`src/rtl/lsu_rmw.sv`:
```
// lsu_rmw: turns CPU byte/half/word loads and stores into word accesses on a
//   word-only data memory (combinational read, posedge write), with read-modify-write
//   for SB/SH, sign/zero extension of load data, and misalignment/range exceptions.
// Latency accept->resp_valid: load 2, SW 2, SB/SH 3, exception 1 cycle(s).
// Backpressure: req_ready only in IDLE (one op in flight); resp has no backpressure.
// Ports: req_* from the CPU execute/memory stage, resp_* back to it, mem_* to the
//   data memory (mem_pc feeds the memory's write log).
module lsu_rmw #(
   parameter int unsigned DM_BYTES = 12288
) (
   input  logic        clk,
   input  logic        reset,
   input  logic        req_valid,
   output logic        req_ready,
   input  logic [2:0]  req_op,
   input  logic [31:0] req_addr,
   input  logic [31:0] req_wdata,
   input  logic [31:0] req_pc,
   output logic        resp_valid,
   output logic [31:0] resp_rdata,
   output logic        resp_exc,
   output logic        mem_write,
   output logic [31:0] mem_addr,
   output logic [31:0] mem_wdata,
   output logic [31:0] mem_pc,
   input  logic [31:0] mem_rdata
);

   localparam logic [2:0] OP_LW  = 3'd0;
   localparam logic [2:0] OP_LH  = 3'd1;
   localparam logic [2:0] OP_LHU = 3'd2;
   localparam logic [2:0] OP_LB  = 3'd3;
   localparam logic [2:0] OP_LBU = 3'd4;
   localparam logic [2:0] OP_SW  = 3'd5;
   localparam logic [2:0] OP_SH  = 3'd6;
   localparam logic [2:0] OP_SB  = 3'd7;

   localparam logic [2:0] ST_IDLE  = 3'd0;
   localparam logic [2:0] ST_LOAD  = 3'd1;
   localparam logic [2:0] ST_READ  = 3'd2;
   localparam logic [2:0] ST_WRITE = 3'd3;
   localparam logic [2:0] ST_RESP  = 3'd4;

   logic [2:0]  state_q, state_d;
   logic [2:0]  op_q, op_d;
   logic [31:0] addr_q, addr_d;
   // Only the low half of store data is needed after accept: SW data goes
   // straight into mem_wdata_q, SB/SH merge at most 16 bits.
   logic [15:0] wdata_q, wdata_d;
   logic [31:0] pc_q, pc_d;
   logic [31:0] mem_wdata_q, mem_wdata_d;
   logic [31:0] rdata_q, rdata_d;
   logic        exc_q, exc_d;

   logic        accept;
   logic        misaligned;
   logic        out_of_range;
   logic [31:0] rd_shift;
   logic [7:0]  byte_lane;
   logic [15:0] half_lane;
   logic [31:0] load_ext;
   logic [31:0] merged;

   assign accept       = req_valid && (state_q == ST_IDLE);
   assign misaligned   = (((req_op == OP_LW) || (req_op == OP_SW)) && (req_addr[1:0] != 2'b00)) ||
                         (((req_op == OP_LH) || (req_op == OP_LHU) || (req_op == OP_SH)) && req_addr[0]);
   assign out_of_range = req_addr >= 32'(DM_BYTES);

   // Little-endian lane selection from the latched address.
   assign rd_shift  = mem_rdata >> {addr_q[1:0], 3'b000};
   assign byte_lane = rd_shift[7:0];
   assign half_lane = addr_q[1] ? mem_rdata[31:16] : mem_rdata[15:0];

   always_comb begin
      load_ext = mem_rdata;
      case (op_q)
         OP_LH:   load_ext = {{16{half_lane[15]}}, half_lane};
         OP_LHU:  load_ext = {16'h0000, half_lane};
         OP_LB:   load_ext = {{24{byte_lane[7]}}, byte_lane};
         OP_LBU:  load_ext = {24'h000000, byte_lane};
         default: load_ext = mem_rdata;
      endcase
   end

   // Current memory word with the target lane replaced by the store data.
   always_comb begin
      merged = mem_rdata;
      if (op_q == OP_SB) begin
         case (addr_q[1:0])
            2'd0:    merged[7:0]   = wdata_q[7:0];
            2'd1:    merged[15:8]  = wdata_q[7:0];
            2'd2:    merged[23:16] = wdata_q[7:0];
            default: merged[31:24] = wdata_q[7:0];
         endcase
      end else if (addr_q[1]) begin
         merged[31:16] = wdata_q;
      end else begin
         merged[15:0] = wdata_q;
      end
   end

   always_comb begin
      state_d     = state_q;
      op_d        = op_q;
      addr_d      = addr_q;
      wdata_d     = wdata_q;
      pc_d        = pc_q;
      mem_wdata_d = mem_wdata_q;
      rdata_d     = rdata_q;
      exc_d       = exc_q;
      case (state_q)
         ST_IDLE: begin
            if (accept) begin
               op_d    = req_op;
               addr_d  = req_addr;
               wdata_d = req_wdata[15:0];
               pc_d    = req_pc;
               if (misaligned || out_of_range) begin
                  rdata_d = 32'h0;
                  exc_d   = 1'b1;
                  state_d = ST_RESP;
               end else if (req_op <= OP_LBU) begin
                  state_d = ST_LOAD;
               end else if (req_op == OP_SW) begin
                  mem_wdata_d = req_wdata;
                  state_d     = ST_WRITE;
               end else begin
                  state_d = ST_READ;
               end
            end
         end
         ST_LOAD: begin
            rdata_d = load_ext;
            exc_d   = 1'b0;
            state_d = ST_RESP;
         end
         ST_READ: begin
            mem_wdata_d = merged;
            state_d     = ST_WRITE;
         end
         ST_WRITE: begin
            rdata_d = 32'h0;
            exc_d   = 1'b0;
            state_d = ST_RESP;
         end
         ST_RESP: state_d = ST_IDLE;
         default: state_d = ST_IDLE;
      endcase
   end

   always_ff @(posedge clk) begin
      if (reset) begin
         state_q     <= ST_IDLE;
         op_q        <= 3'd0;
         addr_q      <= 32'h0;
         wdata_q     <= 16'h0;
         pc_q        <= 32'h0;
         mem_wdata_q <= 32'h0;
         rdata_q     <= 32'h0;
         exc_q       <= 1'b0;
      end else begin
         state_q     <= state_d;
         op_q        <= op_d;
         addr_q      <= addr_d;
         wdata_q     <= wdata_d;
         pc_q        <= pc_d;
         mem_wdata_q <= mem_wdata_d;
         rdata_q     <= rdata_d;
         exc_q       <= exc_d;
      end
   end

   assign req_ready  = (state_q == ST_IDLE);
   assign resp_valid = (state_q == ST_RESP);
   assign resp_rdata = rdata_q;
   assign resp_exc   = exc_q;
   // Gated by reset so an op aborted in WRITE never reaches memory.
   assign mem_write  = (state_q == ST_WRITE) && !reset;
   assign mem_addr   = ((state_q == ST_LOAD) || (state_q == ST_READ) || (state_q == ST_WRITE)) ?
                       {addr_q[31:2], 2'b00} : 32'h0;
   assign mem_wdata  = mem_wdata_q;
   assign mem_pc     = pc_q;

endmodule

```
`config.mk`:
```
export PLATFORM = sky130hd
export DESIGN_NAME = lsu_rmw
export DESIGN_NICKNAME = d
export VERILOG_FILES = /design/src/rtl/lsu_rmw.sv
export SDC_FILE = /design/constraint.sdc
export NUM_CORES = 1
export LEC_CHECK = 0
export CORE_UTILIZATION = 50
export CTS_CLUSTER_SIZE = 40
export DETAILED_ROUTE_END_ITERATION = 7
export PLACE_DENSITY = 0.87
export SYNTH_ARGS = -nofsm -noshare
export SYNTH_HDL_FRONTEND = slang
export SYNTH_SLANG_ARGS = --single-unit
```
`constraint.sdc`:
```
create_clock -name clk -period 4.1 [get_ports clk]
set_clock_uncertainty 0.2 [all_clocks]
set_input_delay 0.41 -clock clk [delete_from_list [all_inputs] [get_ports clk]]
set_output_delay 0.41 -clock clk [all_outputs]
set_load 0.01 [all_outputs]
```
After elaboration in Yosys (flattened, before gate mapping):

Cells that the tools add are included.

* register bits after elaboration: 151
* logic and storage cells: 82

* order comparisons: 2
* equality and inequality tests: 20
* shifts and indexed selects: 1
* mux-type cells: 26
* reduce and logical (&&, ||, !) cells: 25

Operator list (number)
* 32-bit two-way mux: 8
* 32-bit case mux with 4 select lines: 1
* 32-bit case mux with 3 select lines: 1
* 32-bit case mux with 2 select lines: 1
* 16-bit two-way mux: 3
* 32-bit by 14-bit greater-or-equal comparator with 1-bit output (second input constant): 1
* 8-bit two-way mux: 4
* 32-bit by 5-bit >> shifter with 8-bit output: 1
* 3-bit by 2-bit == test with 1-bit output (second input constant): 5
* 3-bit == test (second input constant): 5
* 3-bit by 1-bit == test with 1-bit output (second input constant): 3
* 3-bit case mux with 3 select lines: 1
* 1-bit logical OR: 7
* 3-bit logical NOT: 2
* 3-bit two-way mux: 2
* 2-bit by 1-bit inequality test with 1-bit output (second input constant): 3
* 3-bit AND reduction: 2
* 2-bit nonzero test: 3
* 5-bit AND reduction: 1
* 1-bit logical AND: 4
* 2-bit inequality test (second input constant): 2
* 3-bit <= comparator (second input constant): 1
* 1-bit two-way mux: 3
* 3-bit nonzero test: 1
* 9 further kinds: 9

Logic depth before layout (Yosys ltp):

Gate-level depths: netlist (run 1).

* depth in word-level cells: 9
* gate-level depth with buffers: 8
* gate-level depth less buffers: 5

Worst setup path before layout (run 1):

Ideal clock, no wire load.

* path type: in2reg
* from: input port req_op[0]
* to: register rdata_q[1], in the netlist resp_rdata[1]
* library setup time: 0.117 ns
* data arrival time: 1.566 ns
* slack: 2.217 ns
* cell stages on the path: 6
* buffers on the path: 1
* path through: xor2_1 > o211a_1 > a311oi_2 > nor2_2 > buf_4 > a32o_1

* longest elaborated chain between the ends: 8
* elaborated cells on any way between the ends: 14
* classes of those cells: eq/ne (5); reduce/logical (9)

Ends and longest elaborated chain
* from (decl): RTL line 15 `input logic [2:0] req_op,`
* 3-bit by 1-bit == test with 1-bit output / 3-bit by 2-bit == test with 1-bit output (equally long branches): RTL line 66 `(((req_op == OP_LH) || (req_op == OP_LHU) || (req_op == OP_SH)) && req_addr[0]);`
* 1-bit logical OR (2 in series): RTL line 66
* 1-bit logical AND: RTL line 66
* 1-bit logical OR *: RTL line 65 `assign misaligned = (((req_op == OP_LW) || (req_op == OP_SW)) && (req_addr[1:0] != 2'b00)) ||`
* 1-bit logical OR *: RTL line 118 `if (misaligned || out_of_range) begin`
* 2-bit by 1-bit inequality test with 1-bit output (no source line) *
* 3-bit AND reduction (no source line) *
* to (signal assigned): RTL line 168 `rdata_q <= rdata_d;`
* to (decl): RTL line 52 `logic [31:0] rdata_q, rdata_d;`

Every way passes the cells marked *; elsewhere a longest branch is shown, timed or not.
A chain may end at the register's enable or synchronous reset.

Final worst setup path (run 1):

* from: register state_q[0]
* to: output port mem_addr[30]

* longest elaborated chain between the ends: 4
* elaborated cells on any way between the ends: 6
* classes of those cells: eq/ne (3); mux (1); reduce/logical (2)

Ends and longest elaborated chain
* from (decl): RTL line 44 `logic [2:0] state_q, state_d;`
* from (signal assigned): RTL line 162 `state_q <= state_d;`
* 3-bit by 1-bit == test with 1-bit output / 3-bit by 2-bit == test with 1-bit output (equally long branches): RTL line 179 `assign mem_addr = ((state_q == ST_LOAD) || (state_q == ST_READ) || (state_q == ST_WRITE)) ?`
* 1-bit logical OR: RTL line 179
* 1-bit logical OR *: RTL line 179
* 32-bit two-way mux *: RTL line 179
* to (decl): RTL line 23 `output logic [31:0] mem_addr,`

Marks and branches as above.

==> results list, run 1 <==
- The run finished with clean final reports.
- In the synthesized netlist the dominant register cell turns out to be sky130_fd_sc_hd__dfxtp_1.
- Once detail routing completed, the nets flagged for antenna violations numbered 0.
* Hpwl dp: 17880 microns
- Static leakage: 3.890 nW
- The worst path uses 80.05% of the clock period.
* Width of the die: 127.1 microns
- Relative area change from synthesis to final layout: 40.20%
- DRC violations left: 0
* Critical path cell sequence: nor2_1, nor2_1, buf_4, and2_1, clkdlybuf4s50_1
* Total gr overflow: 0
* Arrival time at the worst endpoint: 2.67 ns
* Setup Crit Path Kind: flop to output port
* Inserted Clock Buffers: 17
- A synthesized cell averages 7.910 sq um.
- H-tree levels: 4
- The completed layout was analyzed and its total power is 3.583 mW.
- Across all layers, the routed design uses 8361 vias.
- After clock tree synthesis, the clock-pin slew on the worst setup and hold paths is 0.06 ns.
- Final Max Slew Viols: 0
- After detailed placement, the design holds a cell count of 1387.
- Library cell contributing the largest single delay on the critical path: sky130_fd_sc_hd__nor2_1
- For this design the ratio of total power to cell area is 326.7 mW/mm^2.
- Fraction of final layout cells sized beyond drive strength 1: 7.616%
- For the finished layout, the period the worst path requires is 3.282 ns.
- 266 I/O pins were placed.
- Number of hold buffers added after cts: 0
- Non-Filler Instances: 1421
* Starting DRC count in detailed routing: 852
- Input and output buffers added on the ports amount to 263.
- In this run the register-to-register setup slack is 1.27 ns.
- Sum of routed wire length over all layers: 25680 microns
- Maximum number of pins on one net before global-route repair: 70
- Setup violations remaining at the end of the flow were counted as 0.
- Number of enable-type register cells in the synthesized netlist: 0
* Insertion delay to the later sink of the worst-skew pair: 0.43 ns
- STA classifies the critical path endpoint as an output port.
- In the layout the commonest cells are sky130_fd_sc_hd__clkdlybuf4s50_1 (262), sky130_fd_sc_hd__nand2_1 (177), sky130_fd_sc_hd__a21oi_1 (150), sky130_fd_sc_hd__dfxtp_1 (150), sky130_fd_sc_hd__nor2_1 (72).
* Nature of the critical path startpoint: flop
- The initial utilization of the core area, before any placement, comes to 51.27%.
- The floorplan step defined a die boundary enclosing 0.01615 sq mm.
* GRT Util Overall: 31.73%
- Maximum ir drop on the vdd rail: 349.4 uV
- Fillers: 1198
* Synthesized instance count: 989
- YS warnings: 0
* Reported max-cap violation count: 0
- Timing would allow up to 304.7 MHz.
- The number of setup buffers added after CTS is 0.
* Multi-input gate area: 0.004338 sq mm
- Post-synthesis instance area: 0.007823 sq mm
* Most common cell after layout, fill and taps aside: sky130_fd_sc_hd__clkdlybuf4s50_1
- RSZ-0062 raised after global routing: false
* Largest driver fanout on the critical path: 17
- First-pass detailed-route iteration total: 7
- Routability-driven placement finished with a final weighted congestion of 0.9012.
* CTS tree: built
- Combined flip-flop and latch cell area: 0.003024 sq mm
* Vias/cell: 5.884
- Library cells used by synthesis: 57
* WL per Instance: 18.07 microns
* Most Frequent Cell on Critical Path: sky130_fd_sc_hd__nor2_1
* Antenna violations before repair: 2
- Headroom to the max-slew limit: 45.12%
- Clock sink count: 151
* Resize count post-CTS: 0
* Number of global-route vias before repair: 7866
- Net total in the final layout: 1329
- Wire length of the first global-routing pass: 40480 microns
- Post-synth ARST share: 0%
* CP Data Required Time: 3.49 ns
- Buffer cell driving the clock tree root: sky130_fd_sc_hd__clkbuf_16
- For this run, the register share of the synthesized area comes to 38.64%.
- In this design, the stage delay of the slowest critical-path cell is 0.58 ns.
- Fin. Hold Viols: 0
- Kind of path behind the tightest hold check: primary input to flop
* Category of cells accounting for the largest share of critical-path delay: buffers and inverters
* Longest Clk Path Bufs: 2
* Die extent in y: 127.1 microns
* Number of cell rows: 45
- The core region is 0.01526 sq mm.
* Tightest Pin Transition: 0.8229 ns
- Summed negative setup slack over all endpoints: 0 ns
- Together, buffers and inverters on the worst path number 2.
- In this run, synthesis produced a sequential element count of 151.
-- registers in the layout, indices dropped and copies added, names as in the netlist --
signal      count
addr_q         32
mem_pc         32
mem_wdata      32
op_q            3
resp_exc        1
resp_rdata     32
state_q         3
wdata_q        16
-- cell type report --
type,count,share of cell area (%)
Antenna cell,2,0.04564
Clock buffer,22,4.233
Clock inverter,10,0.8557
Inverter,4,0.1369
Multi-Input combinational cell,742,39.55
Sequential cell,151,27.58
Tap cell,211,2.407
Timing Repair Buffer,279,25.19
-- per-layer routing --
| metal | routed length, microns | part of all wire (%) | global-route usage (%) |
|---|---|---|---|
| met2 | 11910 | 46 | 50.90 |
| met3 | 2651 | 10 | 10.76 |
| met4 | 944 | 3.7 | 14.22 |
| met5 | 0 | 0 | 0 |
| met1 | 10180 | 40 | 38.60 |
-- synthesized netlist by cell type, drive strengths merged, types with 3 or more instances --
library cell | n | area share [%]
a21oi | 156 | 10
nor2 | 74 | 3.6
and3 | 19 | 1.5
and2 | 35 | 2.8
nor2b | 14 | 1.1
inv | 3 | 0.14
o21ai | 45 | 2.9
a32o | 7 | 0.90
nor3 | 4 | 0.40
nand2 | 180 | 8.8
o221ai | 7 | 0.78
a211o | 8 | 0.90
nand2b | 9 | 0.72
o2bb2ai | 25 | 3.6
dfxtp | 151 | 39
buf | 46 | 3.6
mux4 | 7 | 2.0
o311ai | 8 | 0.90
nand3 | 35 | 2.3
o31a | 7 | 0.78
mux2i | 24 | 3.1
a211oi | 41 | 3.9
or2 | 8 | 0.64
nor4 | 5 | 0.40
clkbuf | 47 | 2.3
-- final timing paths --
check / to / from / cells past startpoint
hold reg to reg: addr_q[6]$_SDFFE_PP0P_ / addr_q[6]$_SDFFE_PP0P_ / 2
setup / recovery: mem_addr[30] / state_q[0]$_SDFFE_PP0P_ / 5
setup reg to reg: resp_rdata[20]$_SDFFE_PP0P_ / addr_q[1]$_SDFFE_PP0P_ / 6
hold / removal: state_q[0]$_SDFFE_PP0P_ / reset / 4
-- through the flow --
step / utilization, % / setup slack [ns] / area [sq um] / hold slack, ns
6_report: 71.87 / 0.8179 / 10970 / 0.09458
5_1_grt: 71.87 / 0.6160 / 10970 / 0.1019
4_1_cts: 71.84 / 0.8135 / 10960 / 0.07708
3_5_place_dp: 68.18 / 1.050 / 10400 / 0.2422
3_3_place_gp: 68.18 / 1.079 / 10400 / 0.2387
2_1_floorplan: - / 2.217 / 7826 / 0.2317
-- worst min-delay path: stages --
cell	delay, ns
sky130_fd_sc_hd__buf_4	0.09
sky130_fd_sc_hd__nor2_2	0.04
sky130_fd_sc_hd__nand2b_1	0.08
sky130_fd_sc_hd__a21oi_1	0.05
-- cell families (layout without fill, tap and decap cells) --
group,Yosys count,count (layout),share of synthesized area [%]
multiplexers,31,31,5.086
AND/OR/NAND/NOR,391,391,23.34
AO/OA/AOI/OAI,315,315,26.49
other,1,4,0.04794
XOR/XNOR,3,3,0.3360
buffers and inverters,97,315,6.062
flip-flops,151,151,38.64
-- where the power goes --
| group | switching, mW | total, mW | internal, mW |
|---|---|---|---|
| Clock | 0.625 | 1.49 | 0.869 |
| Combinational | 0.280 | 0.535 | 0.255 |
| Sequential | 0.0362 | 1.55 | 1.52 |
Power figures use the tool's default switching activity.
==> run 2: changes to the inputs <==
--- a/config.mk
+++ b/config.mk
@@ -5,10 +5,10 @@
 export SDC_FILE = /design/constraint.sdc
 export NUM_CORES = 1
 export LEC_CHECK = 0
-export CORE_UTILIZATION = 50
+export CORE_UTILIZATION = 42
 export CTS_CLUSTER_SIZE = 40
 export DETAILED_ROUTE_END_ITERATION = 7
-export PLACE_DENSITY = 0.87
+export PLACE_DENSITY = 0.78
 export SYNTH_ARGS = -nofsm -noshare
 export SYNTH_HDL_FRONTEND = slang
 export SYNTH_SLANG_ARGS = --single-unit
==> constraint.sdc (replaced) <==
create_clock -name clk -period 2.85 [get_ports clk]
set_clock_uncertainty 0.2 [all_clocks]
set_input_delay 0.285 -clock clk [delete_from_list [all_inputs] [get_ports clk]]
set_output_delay 0.285 -clock clk [all_outputs]
set_load 0.01 [all_outputs]
==> run 2 against run 1 <==
  * The flow now finishes with violations (DRC)
  * Cell count rose by 2.3%
  * Routed wire length rose by 3.5%
  * Setup slack lost 0.60 ns
  * Combinational power grew 47%
  * Critical path depth did not move
  * Hold slack gained 0.11 ns
  * First-iteration DRC count rose by 29%
  * Global-route usage is 4.5 points lower
==> results list, run 2 (synthesis results as in run 1) <==
* Result of the run: finished with violations
* Failing checks: DRC
* Insertion delay to the later sink of the worst-skew pair: 0.42 ns
- Weighted congestion reported at the end of routability-driven placement: 0.9162
* Number of buffer cells added on primary ports: 263
- Per report_power, the sequential group accounts for 42.1% of the total.
- Most common cell after layout, fill and taps aside: sky130_fd_sc_hd__clkdlybuf4s50_1
- The critical path is of the flop to output port type.
- Longest Clk Path Bufs: 2
- Category of cells accounting for the largest share of critical-path delay: buffers and inverters
- In the layout the commonest cells are sky130_fd_sc_hd__clkdlybuf4s50_1 (262), sky130_fd_sc_hd__nand2_1 (177), sky130_fd_sc_hd__a21oi_1 (150), sky130_fd_sc_hd__dfxtp_1 (150), sky130_fd_sc_hd__nor2_1 (72).
* Most Frequent Cell on Critical Path: sky130_fd_sc_hd__nor2_1
- WL per Instance: 18.29 microns
- Switching share of power: 25.95%
* Static leakage: 3.989 nW
* Number of cell rows: 49
- Total gr overflow: 0
- In the final design database the tool counted 1345 nets.
- The tightest min-delay check is of the primary input to flop type.
- Number of global-route vias before repair: 7624
* Reg-to-Reg End: resp_rdata[13]$_SDFFE_PP0P_
- For flop-to-flop paths, the worst setup slack is 0.31 ns.
* Remaining antenna violation count after routing: 0
- The number of buffers and inverters on the critical path is 2.
* Proportion of power drawn by the clock network: 43.0%
* Tightest Pin Transition: 0.7708 ns
- The final critical path takes up 92.45% of the cycle.
* Die footprint: 0.01918 sq mm
- Across the VDD grid, the largest voltage drop is 435.3 uV.
- Timing would allow up to 379.5 MHz.
* Relative area change from synthesis to final layout: 42.96%
- The first global-routing pass estimated 41370 microns of wire.
- After clock tree synthesis, the clock-pin slew on the worst setup and hold paths is 0.06 ns.
* Startpoint of the worst-slack reg-to-reg timing path: op_q[2]$_SDFFE_PP0P_
* Headroom to the max-slew limit: 48.22%
- The internal portion of the total power is 3.921 mW.
* Vias/cell: 5.709
- Die extent in y: 138.5 microns
* Maximum number of pins on one net before global-route repair: 68
- The clock period could shrink to 2.635 ns.
- Cell area power density: 473.4 mW/mm^2
* H-tree levels: 4
- Net switching component of the power: 1.374 mW
* Crit. End Element: output port
- For this configuration, the core starts out at a cell density of 43.25%.
- Non-Filler Instances: 1454
- The tool flagged a number of max-cap violations equal to 0.
* First-pass detailed-route iteration total: 8
- Library cell contributing the largest single delay on the critical path: sky130_fd_sc_hd__clkdlybuf4s50_1
* GRT Util Overall: 27.19%
- DRC violations left: 26
- Sum of routed wire length over all layers: 26590 microns
- Ports: 266
- Arrival time at the worst endpoint: 2.15 ns
- Logic pwr share: 14.9%
- The number of antenna violations at the first check in global routing was 2.
- In this run, placement finished with an instance count of 1420.
- Critical path cell sequence: nor2_1, nor2_1, buf_4, and2_1, clkdlybuf4s50_1
- Setup total negative slack on the finished layout was measured at 0 ns.
* CORE AREA: 0.01809 sq mm
- The tree is rooted in a sky130_fd_sc_hd__clkbuf_16.
- Hpwl dp: 18660 microns
- Setup violations remaining at the end of the flow were counted as 0.
- Largest driver fanout on the critical path: 30
* Inserted Clock Buffers: 17
- Final Max Slew Viols: 0
* Routed vias: 8301
- On the worst path, the slowest cell contributes a delay of 0.57 ns.
- TritonCTS built the clock tree.
* Clock sink count: 151
* RSZ-0062 raised after global routing: false
* Width of the die: 138.5 microns
* Startpoint of the worst hold path: req_pc[20]
- For hold timing, the worst endpoint is mem_pc[20]$_SDFFE_PP0P_.
* Nature of the critical path startpoint: flop
* Logic depth of the worst register-to-register path: 4
- Fin. Hold Viols: 0
- Fraction of final layout cells sized beyond drive strength 1: 8.831%
- Starting DRC count in detailed routing: 1095
* CP Data Required Time: 2.37 ns
* Hold depth: 3
run 2: changes by cell type in the layout (fill, tap and decap cells not counted), moves of 2 or more:
cell,before,now
sky130_fd_sc_hd__buf_12,1,4
sky130_fd_sc_hd__buf_4,16,28
sky130_fd_sc_hd__clkbuf_1,3,1
sky130_fd_sc_hd__clkinv_2,3,1
sky130_fd_sc_hd__clkinv_4,0,2
sky130_fd_sc_hd__inv_6,3,1
run 2: what timing repair did:
action / in CTS / in global routing
hold endpoints to repair: 2 / 0
gates resized for setup: 0 / 0
hold buffers: 1 / 0
setup buffers: 0 / 0
run 2: metrics by stage:
step                      util (%)  worst slack, ns  hold WS [ns]  area [sq um]  power (mW)
after CTS                    61.81           0.2159        0.1936         11180       5.315
after detailed placement     58.48           0.3053        0.2429         10580       3.048
after global routing         61.83           0.1130        0.2073         11180       5.491
final                        61.83           0.2151        0.2081         11180       5.295
after floorplan                  -           0.9965        0.2210          7826       2.653
after global placement       58.48           0.4067        0.2379         10580       3.037
run 2: cell type report:
type	count	area, sq um
Tap cell	229	286.5
Clock inverter	10	121.4
Antenna cell	2	5.005
Inverter	4	15.01
Sequential cell	151	3024
Clock buffer	21	470.5
Multi-Input combinational cell	742	4338
Fill cell	1572	6903
Timing Repair Buffer	295	2923
run 2: power by group through the flow:
stage | registers, mW | logic (mW) | clock network [mW]
6_report | 2.23 | 0.789 | 2.28
5_1_grt | 2.24 | 0.851 | 2.40
4_1_cts | 2.23 | 0.782 | 2.31
3_5_place_dp | 2.28 | 0.773 | 0
3_3_place_gp | 2.27 | 0.765 | 0
2_1_floorplan | 2.27 | 0.381 | 0
run 2: worst register-to-register path, cell delays in order (launching register included):
cell	delay, ns
sky130_fd_sc_hd__dfxtp_1	0.52
sky130_fd_sc_hd__clkinv_1	0.57
sky130_fd_sc_hd__nor3_1	0.79
sky130_fd_sc_hd__o31a_1	0.26
sky130_fd_sc_hd__o2bb2ai_1	0.09
run 2: worst max-delay path by stage:
| stage | startpoint | slack (ns) | endpoint | depth (start not counted) |
|---|---|---|---|---|
| 2_1_floorplan | state_q[0]$_SDFFE_PP0P_ | 1.0 | mem_wdata[18]$_SDFFE_PP0P_ | 7 |
| 3_3_place_gp | req_op[0] | 0.41 | resp_rdata[15]$_SDFFE_PP0P_ | 7 |
| 3_5_place_dp | mem_rdata[15] | 0.31 | resp_rdata[18]$_SDFFE_PP0P_ | 6 |
| 4_1_cts | state_q[0]$_SDFFE_PP0P_ | 0.22 | mem_addr[25] | 5 |
| 5_1_grt | state_q[0]$_SDFFE_PP0P_ | 0.11 | mem_addr[24] | 5 |
| 6_report | state_q[0]$_SDFFE_PP0P_ | 0.22 | mem_addr[25] | 5 |
run 2: metal layers:
metal / track usage, % / part of all wire, % / vias up
li1: - / - / 3934
met3: 9.318 / 11 / 50
met5: 0 / 0 / -
met2: 42.40 / 45 / 456
met4: 8.811 / 2.5 / 0
met1: 35.15 / 41 / 3861
==> variant 1 (config.mk and constraints of run 2) <==
Reset style: asynchronous (`reset`), changed in one clocked block.
--- a/src/rtl/lsu_rmw.sv
+++ b/src/rtl/lsu_rmw.sv
@@ -149,5 +149,5 @@
    end
 
-   always_ff @(posedge clk) begin
+   always_ff @(posedge clk or posedge reset) begin
       if (reset) begin
          state_q     <= ST_IDLE;
Behaviour: differs if reset is asserted again (counterexample within 4 cycles, from zero or initial values and one cycle with reset high); with reset held inactive, the same outputs for 4 cycles.
==> variant 1 against run 2 <==
Power grew 7.5%; area after synthesis shrank 7.8%; die area shrank 7.6%; setup slack lost 30 ps; fmax shrank 1.1%; sequential cell count is the same; sequential share of layout area grew 8.4 points; routed wire length shrank 18%; largest power group is now sequential cells; cell area shrank 4.7%; non-clock buffer count shrank 17.
==> variant 1: results (changes against run 2) <==
- Worst Hold End: mem_pc[26]
- Total leakage power: 4.29 nW (+7.5%)
- Fraction of registers with async set/reset: 100% (+100 points)
- Wire length of the first global-routing pass: 34100 um (-18%)
- Most used DFF post-synth: dfrtp_1
- Length of the first detailed-routing pass in iterations: 5 (-3)
- Maximum resistive drop on vdd: 0.412 mV (-5.3%)
- Most instantiated cells after synthesis: dfrtp_1, mux2_2, a21oi_1
- Transition time at the pin with the least slew margin: 791 ps (+20.0 ps)
- Critical path arrival: 2180 ps (+30 ps)
- FF-to-FF path depth: 6 (+2)
- Share of synthesized area occupied by flip-flops and latches: 52.4% (+14 points)
- DR vias: 5990 (-28%)
- Critical R2R Launch: op_q[2]
- Run status: completed
- Number of cells on the worst hold path: 2 (-1)
- Placed wire-length estimate: 15700 um (-16%)
- Final Wtd Congestion: 0.888 (-3.1%)
- Worst r2r dst: resp_rdata[3]
- Startpoint of the most critical hold path: req_pc[26]
- Post-Place Cell Area: 0.0101 mm^2 (-4.6%)
- Final routed wire length divided by cell count: 19.9 um (+8.8%)
- Violation count after the first detailed-routing iteration: 329 (-70%)
- Antenna Diode Count: 0 (-2)
- Register-to-register setup slack: 460 ps (+150 ps)
==> variant 1: layout make-up <==
type	count	area (um^2)
inverter	4	18.8
clock buffer	18	429
timing repair buffer	278	2800
clock inverter	12	130
fill	1366	6050
multi-input combinational	412	3230
tap	220	275
sequential	151	3780
==> variant 1: cells by family (layout without fill, tap and decap cells) <==
logic type	count (synthesis)	after routing	synth area share (%)
compound gates	152	152	14.8
xor+xnor	3	3	0.364
buf+inv	46	312	3.23
flops	151	151	52.4
mux	125	125	18.8
other cells	1	2	0.0520
simple gates	130	130	10.4
==> variant 1: worst max path at each step <==
stage,cells after the start,startpoint,endpoint
after global placement,7,req_addr[13],mem_wdata[31]
final,5,state_q[1],mem_addr[14]
after global routing,5,state_q[1],mem_addr[14]
after floorplan,2,reset,mem_write
after CTS,5,state_q[1],mem_addr[14]
after detailed placement,7,req_addr[13],mem_wdata[7]
==> variant 1: through the flow <==
stage	cells	setup WS [ps]	total power [mW]	setup TNS, ps
after detailed placement	1065	203	3.53	0
after floorplan	609	-600	2.99	-600
final	1095	185	5.69	0
after CTS	1095	152	5.74	0
after global routing	1095	54.8	5.91	0
after global placement	1065	249	3.51	0
==> variant 1: routing by layer <==
layer  up-vias  global-route usage, %  share of wire, %
met3        38                   7.74               9.8
met1      2894                   31.6                41
met4         0                   10.1               2.4
met5         -                      0                 0
li1       2765                      -                 -
met2       293                   41.0                47
==> variant 1: critical path, cell delays in order (launching register included) <==
cell             delay (ps)
dfrtp_1                 490
nor2_1                  100
nor2_1                   90
buf_4                   270
and2_1                  240
clkdlybuf4s50_1         560
==> variant 1: where the power goes <==
part	internal, mW	leakage, nW	total (mW)	switching [mW]
logic	0.556	2.13	1.02	0.462
clock network	1.28	0.260	2.19	0.917
registers	2.32	1.90	2.48	0.154
total	4.16	4.29	5.69	1.53
==> variant 2 (settings of run 2) <==
Made on the original files. Set the parameter `DM_BYTES` to 9216 (it was 12288).
--- a/src/rtl/lsu_rmw.sv
+++ b/src/rtl/lsu_rmw.sv
@@ -7,5 +7,5 @@
 //   data memory (mem_pc feeds the memory's write log).
 module lsu_rmw #(
-   parameter int unsigned DM_BYTES = 12288
+   parameter int unsigned DM_BYTES = 9216
 ) (
    input  logic        clk,
Behaviour: not the same (a bounded check fails within 4 cycles, from zero or initial values and one cycle with reset high).
==> variant 2 against run 2 <==
Global-route usage is 1.4 points higher; largest cell class unchanged; largest power group is now sequential cells; sequential cell count did not move; area after synthesis is 5.5% lower; routed wire length shrank 1.5%; power fell by 1.9%; first-iteration DRC count decreased by 31%; setup slack got worse by 36 ps; critical path depth is the same; highest routed layer unchanged; cell area fell by 2.8%.
==> variant 2: results (changes against run 2) <==
- Top area cells in the synthesized netlist: dfxtp_1, nand2_1, a21oi_1
- Final Wtd Congestion: 0.911 (-0.62%)
- Switching power total: 1.41 mW (+2.9%)
- M1 GR Usage: 35.7% (+0.56 points)
- Placed wire-length estimate: 18800 um (+0.89%)
- Share of synthesized area occupied by flip-flops and latches: 40.9% (+2.2 points)
- Syn Inst Count: 966 (-2.3%)
- Violation count after the first detailed-routing iteration: 761 (-31%)
- Total leakage power: 3.90 nW (-2.3%)
- Antenna Diode Count: 0 (-2)
- Count of flip-flops and latches: 151 (unchanged)
- Row Count: 48 (-2.0%)
- Routed met1 length: 10600 um (-3.8%)
- Length of routed met2 wiring: 12200 um (+0.94%)
- Number of global-route vias before repair: 7492 (-1.7%)
- Initial antenna violation count: 0 (-2)
- XOR/XNOR share of the synthesized area: 0.355% (+0.019 points)
- Maximum resistive drop on vdd: 0.416 mV (-4.3%)
- Slowest cell delay on critical path: 590 ps (+20 ps)
- Post-Place Cell Area: 0.0103 mm^2 (-2.6%)
- Worst-path fanout max: 15 (-50%)
- Wire length of the first global-routing pass: 40300 um (-2.6%)
- Count of multi-input gates: 724 (-2.4%)
- Area of the multi-input gates: 0.00400 mm^2 (-7.8%)
- Share of cells above drive strength 1: 8.33% (-0.50 points)
- Length of the first detailed-routing pass in iterations: 5 (-3)
- Switching power share of the total: 27.2% (+1.3 points)
- Area fraction of clock buffers and clock inverters: 5.22% (-0.068 points)
- Layout net count: 1333 (-0.89%)
- Adder and majority gate portion of the synthesized area: 0.135% (+0.14 points)
- Clock network power consumption: 2.19 mW (-4%)
- Non-CTS buffers: 300 (+1.7%)
- Pre-CTS WS: 139 ps (-166 ps)
- Met3 WL: 2580 um (-9.2%)
- Final routed wire length divided by cell count: 18.2 um (-0.36%)
- Run status: completed
- Detail-routed via count per cell: 5.63 (-1.4%)
- Fraction of area in registers: 27.8% (+0.76 points)
- Met3 track utilization from global routing: 8.78% (-0.53 points)
- Critical path arrival: 2190 ps (+40 ps)
variant 2: cell count changes in the layout (fill, tap and decap cells not counted), sizes merged, moves of 9 or more:
cell and delta:
mux2i -16, and3 -14, o21ai +23, nor3 +20, nand4 +17, nand3b +9, a21oi -36, o22ai +23
a211oi -27
variant 2: worst paths after layout:
kind	startpoint	depth (start not counted)	to	slack, ps
max	state_q[0]	5	mem_addr[31]	180
max reg2reg	op_q[0]	4	mem_wdata[26]	390
min	reset	4	state_q[0]	10
min reg2reg	addr_q[22]	2	addr_q[22]	250
variant 2: cell families after synthesis:
logic type / Yosys count
other: 1
AND/OR/NAND/NOR: 405
multiplexers: 17
AO/OA/AOI/OAI: 296
flip-flops: 151
buffers and inverters: 92
adder cells (fa/ha/maj): 1
XOR/XNOR: 3
variant 2: critical path: cells and delay by family, from the launching register on:
family,cells,cell delay [ps]
buf+inv,2,810
flops,1,560
simple gates,3,390
